[src/rtl/instruction_issuer_if.sv]
// Instruction bus between the issuer and the control-unit decoder.
// The issuer presents a 16-bit word with valid/ready; the decoder reports
// completion of the accepted operation on op_done.
interface instruction_issuer_if;
   logic [15:0] instruction;
   logic        instr_valid;
   logic        instr_ready;
   logic        op_done;

   modport master (
      output instruction,
      output instr_valid,
      input  instr_ready,
      input  op_done
   );

   modport slave (
      input  instruction,
      input  instr_valid,
      output instr_ready,
      output op_done
   );
endinterface

[src/rtl/instruction_issuer.sv]
// Front-end sequencer: fetches 16-bit words from a synchronous instruction
// memory, issues legal operations to the decoder over a valid/ready bus, waits
// for execution to finish, and stops on HALT, an illegal opcode or overrun.
module instruction_issuer #(
   parameter int ADDR_W = 8
) (
   input  logic                 clk,
   input  logic                 rst,
   input  logic                 start,
   output logic [ADDR_W-1:0]    imem_addr,
   output logic                 imem_rd_en,
   input  logic [15:0]          imem_rdata,
   instruction_issuer_if.master bus,
   output logic                 busy,
   output logic                 done,
   output logic                 err,
   output logic [1:0]           err_code,
   output logic [ADDR_W:0]      instr_count
);

   typedef enum logic [2:0] {
      S_IDLE,
      S_FETCH,
      S_DECODE,
      S_ISSUE,
      S_EXEC,
      S_DONE,
      S_ERROR
   } state_e;

   localparam logic [1:0]        ERR_NONE    = 2'b00;
   localparam logic [1:0]        ERR_ILLEGAL = 2'b01;
   localparam logic [1:0]        ERR_OVERRUN = 2'b10;
   localparam logic [ADDR_W-1:0] PC_LAST     = '1;
   localparam logic [ADDR_W:0]   COUNT_MAX   = {1'b1, {ADDR_W{1'b0}}};

   state_e            state_q, state_d;
   logic [ADDR_W-1:0] pc_q, pc_d;
   logic [15:0]       instruction_q, instruction_d;
   logic              instr_valid_q, instr_valid_d;
   logic              done_q, done_d;
   logic              err_q, err_d;
   logic [1:0]        err_code_q, err_code_d;
   logic [ADDR_W:0]   instr_count_q, instr_count_d;

   // Next-state and next-register computation for the issue sequencer.
   always_comb begin
      // NOTE: every target gets a default first so no path through the case infers a latch.
      state_d       = state_q;
      pc_d          = pc_q;
      instruction_d = instruction_q;
      instr_valid_d = instr_valid_q;
      done_d        = 1'b0;
      err_d         = err_q;
      err_code_d    = err_code_q;
      instr_count_d = instr_count_q;

      case (state_q)
         S_IDLE, S_DONE, S_ERROR: begin
            if (start) begin
               state_d       = S_FETCH;
               pc_d          = '0;
               instr_count_d = '0;
               err_d         = 1'b0;
               err_code_d    = ERR_NONE;
            end
         end
         S_FETCH: state_d = S_DECODE;
         S_DECODE: begin
            case (imem_rdata[15:13])
               3'b000, 3'b001, 3'b010, 3'b011: begin
                  instruction_d = imem_rdata;
                  instr_valid_d = 1'b1;
                  state_d       = S_ISSUE;
               end
               3'b111: begin
                  done_d  = 1'b1;
                  state_d = S_DONE;
               end
               default: begin
                  err_d      = 1'b1;
                  err_code_d = ERR_ILLEGAL;
                  state_d    = S_ERROR;
               end
            endcase
         end
         S_ISSUE: begin
            // op_done is deliberately not looked at here; completion only counts in EXEC.
            if (bus.instr_ready) begin
               instr_valid_d = 1'b0;
               if (instr_count_q != COUNT_MAX) instr_count_d = instr_count_q + 1'b1;
               state_d = S_EXEC;
            end
         end
         S_EXEC: begin
            if (bus.op_done) begin
               if (pc_q == PC_LAST) begin
                  err_d      = 1'b1;
                  err_code_d = ERR_OVERRUN;
                  state_d    = S_ERROR;
               end else begin
                  pc_d    = pc_q + 1'b1;
                  state_d = S_FETCH;
               end
            end
         end
         default: state_d = S_IDLE;
      endcase
   end

   // State and datapath registers, cleared asynchronously by rst.
   always_ff @(posedge clk or negedge rst) begin
      // NOTE: non-blocking assignments so every flop samples the pre-edge values.
      if (!rst) begin
         state_q       <= S_IDLE;
         pc_q          <= '0;
         instruction_q <= 16'h0000;
         instr_valid_q <= 1'b0;
         done_q        <= 1'b0;
         err_q         <= 1'b0;
         err_code_q    <= ERR_NONE;
         instr_count_q <= '0;
      end else begin
         state_q       <= state_d;
         pc_q          <= pc_d;
         instruction_q <= instruction_d;
         instr_valid_q <= instr_valid_d;
         done_q        <= done_d;
         err_q         <= err_d;
         err_code_q    <= err_code_d;
         instr_count_q <= instr_count_d;
      end
   end

   // Memory strobe is decoded from state so the read lands exactly in DECODE.
   assign imem_rd_en      = (state_q == S_FETCH);
   assign imem_addr       = pc_q;
   assign bus.instruction = instruction_q;
   assign bus.instr_valid = instr_valid_q;
   assign busy            = !(state_q inside {S_IDLE, S_DONE, S_ERROR});
   assign done            = done_q;
   assign err             = err_q;
   assign err_code        = err_code_q;
   assign instr_count     = instr_count_q;

endmodule

[src/flat_wrapper.sv]
// flat-port wrapper written by rule: the top's interface ports become plain ports
module instruction_issuer_flat 
#(
   parameter int ADDR_W = 8
)
  (clk, rst, start, imem_addr, imem_rd_en, imem_rdata, busy, done, err, err_code, instr_count, bus_instruction, bus_instr_valid, bus_instr_ready, bus_op_done);
  instruction_issuer_if bus_i ();
  input  logic clk;
  input  logic rst;
  input  logic start;
  output logic [ADDR_W-1:0] imem_addr;
  output logic imem_rd_en;
  input  logic [15:0] imem_rdata;
  output logic busy;
  output logic done;
  output logic err;
  output logic [1:0] err_code;
  output logic [ADDR_W:0] instr_count;
  output wire logic [$bits(bus_i.instruction)-1:0] bus_instruction;
  output wire logic [$bits(bus_i.instr_valid)-1:0] bus_instr_valid;
  input wire logic [$bits(bus_i.instr_ready)-1:0] bus_instr_ready;
  input wire logic [$bits(bus_i.op_done)-1:0] bus_op_done;
  assign bus_instruction = bus_i.instruction;
  assign bus_instr_valid = bus_i.instr_valid;
  assign bus_i.instr_ready = bus_instr_ready;
  assign bus_i.op_done = bus_op_done;
  instruction_issuer #(.ADDR_W(ADDR_W)) u_core (.clk(clk), .rst(rst), .start(start), .imem_addr(imem_addr), .imem_rd_en(imem_rd_en), .imem_rdata(imem_rdata), .bus(bus_i), .busy(busy), .done(done), .err(err), .err_code(err_code), .instr_count(instr_count));
endmodule
[config.mk]
export PLATFORM = sky130hd
export DESIGN_NAME = instruction_issuer_flat
export DESIGN_NICKNAME = d
export VERILOG_FILES = /design/src/rtl/instruction_issuer_if.sv /design/src/rtl/instruction_issuer.sv /design/src/flat_wrapper.sv
export SDC_FILE = /design/constraint.sdc
export NUM_CORES = 1
export LEC_CHECK = 0
export ABC_AREA = 1
export CORE_UTILIZATION = 52
export CTS_BUF_LIST = sky130_fd_sc_hd__clkbuf_16
export CTS_CLUSTER_DIAMETER = 30
export CTS_CLUSTER_SIZE = 25
export DETAILED_ROUTE_END_ITERATION = 7
export MAX_ROUTING_LAYER = met4
export PLACE_DENSITY = 0.93
export SETUP_SLACK_MARGIN = 0.05
export SLEW_MARGIN = 20
export SYNTH_ARGS = -nofsm -noshare
export SYNTH_HDL_FRONTEND = slang
export SYNTH_SLANG_ARGS = --single-unit
[constraint.sdc]
create_clock -name clk -period 2.7 [get_ports clk]
set_clock_uncertainty 0.05 [all_clocks]
set_input_delay 0.675 -clock clk [delete_from_list [all_inputs] [get_ports clk]]
set_output_delay 0.675 -clock clk [all_outputs]
set_load 0.01 [all_outputs]
==> flow_summary.yaml <==
sta:
  tns_ns: 0
  max_slew_margin: 0.694
  hold_violations: 0
  timing_max_transition_violations_final: 0
  worst_slew_pin_slew_ns: 0.459
  period_needed_ns: 2.55
  fmax_ghz: 0.392
  rsz0062_at_grt: "false"
  finalCritPeriodShare: 0.946
  setup_viol: 0
critical_path:
  end_kind: "output pin"
  r2r_slack_ns: 0.92
  cp-start-kind: "flop"
  cp_data_required_time_ns: 1.98
  path_class: "flop to output pin"
  cp_max_fo: 12
  arrival_ns: 1.83
final_layout:
  n_fill_cell: 314
  instances_no_fill: 425
  drive_gt1_frac: 0.0933
  layout_commonest_cell: "nand2_1"
  nets: 398
  n_antenna_cell: 0
  layout_common_cells: "nand2_1, clkdlybuf4s50_1, dfrtp_1, nor2_1, inv_1"
  syn_to_final_growth_pct: 32.8
job:
  maxCapViolCount: 0
grt:
  grt_max_degree: 23
  grt-ovfl-total: 0
  antenna_found_initial: 0
  gr-usage-all-layers: 0.255
  grt_pass1_vias: 1986
  grt_pass1_wl_microns: 8670
clock_network:
  htreeDepth: 2
  cts_tree: "built"
  insertion_delay_ns: 0.28
  cts_buffers: 5
  cts_root_buf: "clkbuf_16"
  clock_path_buffers: 2
  cts_hold_buf: 0
  clk_pin_slew_ns: 0.06
  cts-resized-gates: 1
  cts.sinks: 41
  cts_setup_buffers: 0
route:
  dr.pass1.iters: 4
  dr.first_iter.drc_count: 149
  routed_wirelength_microns: 5160
  ant_nets: 0
  vias_per_cell: 5.13
  wl_per_cell_microns: 12.1
  drc: 0
  vias: 2182
placed_design:
  gp_congestion: 0.856
  portBuffers: 60
  place_inst: 417
  dp_hpwl_microns: 3780
yosys:
  syn_nets: 337
  syn_area_sq_um: 2320
  yosys_warnings: 0
  synth.ff_latch_count: 41
  synth_area_leaders: "dfrtp_1, nand2_1, nor2_1"
  netlist.area_leader.share: 0.443
  yosys.area.top_type: "dfrtp_1"
  ys_seq_area_frac: 0.443
  syn_inst: 313
  synth_cell_types: 27
  avgSynthCellArea_sq_um: 7.40
power:
  ir_drop_uv: 649
  power_density_nw_per_um2: 895
  total_leakage_power_nw: 1.50
floorplan:
  rows: 23
  pin_count: 61
  coreArea_sq_um: 4140
  die_x_microns: 68.7
  die_height_microns: 68.7
  start_util: 0.559
  die_area_sq_um: 4720
hold_path:
  hold_class: "primary input to async pin"
outcome:
  outcome: "complete, no violations"
-- through the flow --
| stage | hold slack [ns] | area (sq um) | total power [mW] | worst slack (ns) | util |
|---|---|---|---|---|---|
| 6_report | 0.285 | 3080 | 2.76 | 0.146 | 0.742 |
| 5_1_grt | 0.328 | 3080 | 2.94 | 0.0732 | 0.742 |
| 4_1_cts | 0.311 | 3070 | 2.78 | 0.0636 | 0.741 |
| 3_5_place_dp | 0.413 | 2920 | 2.17 | 0.387 | 0.705 |
| 3_3_place_gp | 0.403 | 2920 | 2.12 | 0.440 | 0.705 |
| 2_1_floorplan | 0.329 | 2320 | 1.67 | 1.10 | - |
-- synthesized netlist by cell type --
cell,instances
inv_1,25
o21bai_1,1
o21a_1,1
a21oi_1,3
buf_4,2
nor2_1,33
xor2_1,2
nand3_2,4
dfrtp_1,41
buf_2,2
ha_1,3
nand3_1,22
nand2_2,5
inv_2,5
xnor2_1,3
o21ai_2,1
nor2_4,4
nand3_4,1
nor2_8,1
nor2_2,1
o21ai_1,5
nand2_4,2
o21ai_0,2
nor3b_1,2
buf_6,3
nand2_1,135
nand4_1,4
-- registers in the layout, indices dropped and copies added, names as in the netlist --
signal,cells
u_core.err,1
u_core.bus.instruction,16
u_core.state_q,3
u_core.bus.instr_valid,1
u_core.err_code,2
u_core.imem_addr,8
u_core.instr_count,9
u_core.done,1
-- worst max-delay path, cell delays in order (launching register included) --
cell and delay [ns]:
dfrtp_1 0.50, nor2_4 0.18, nand2_4 0.13, nand3_1 0.17
clkdlybuf4s50_1 0.56
-- area by class of cell --
class | instances | area, sq um | share of cell area
clock buffers | 5 | 125 | 0.0407
clock inverters | 3 | 22.5 | 0.00732
inverters | 30 | 113 | 0.0366
multi-input cells | 235 | 1120 | 0.365
flip-flops and latches | 41 | 1030 | 0.334
well taps | 50 | 62.6 | 0.0203
repair buffers | 61 | 603 | 0.196
-- final timing paths --
check / startpoint / to / cells after the start
min in group clk: u_core.bus.instruction[9] / u_core.bus.instruction[9] / 2
max: u_core.state_q[0] / busy / 4
max in group asynchronous: rst / u_core.state_q[1] / 2
min: rst / u_core.bus.instruction[9] / 1
max reg2reg: u_core.imem_addr[0] / u_core.err_code[1] / 8
min reg2reg: u_core.bus.instruction[9] / u_core.bus.instruction[9] / 2
-- where the power goes --
group          internal (mW)  total (mW)  switching (mW)
logic                  0.541        1.23           0.688
clock network          0.343       0.583           0.240
registers              0.783       0.944           0.160
-- cells by family after synthesis --
group	Yosys count	share of synthesized area
and+or+nand+nor	214	0.416
adders and majority gates	3	0.0162
DFF	41	0.443
buffers and inverters	37	0.0740
AOI/OAI and AO/OA	13	0.0319
xor gates and xnor gates	5	0.0189
-- layer usage --
layer  vias up  track usage  wire, microns
met1      1019        0.303           2280
met2        69        0.431           2540
met3         8       0.0526            276
met5         -            -              0
met4         0       0.0816             65
li1       1086            -              -
(Power assumes the default switching activity.)
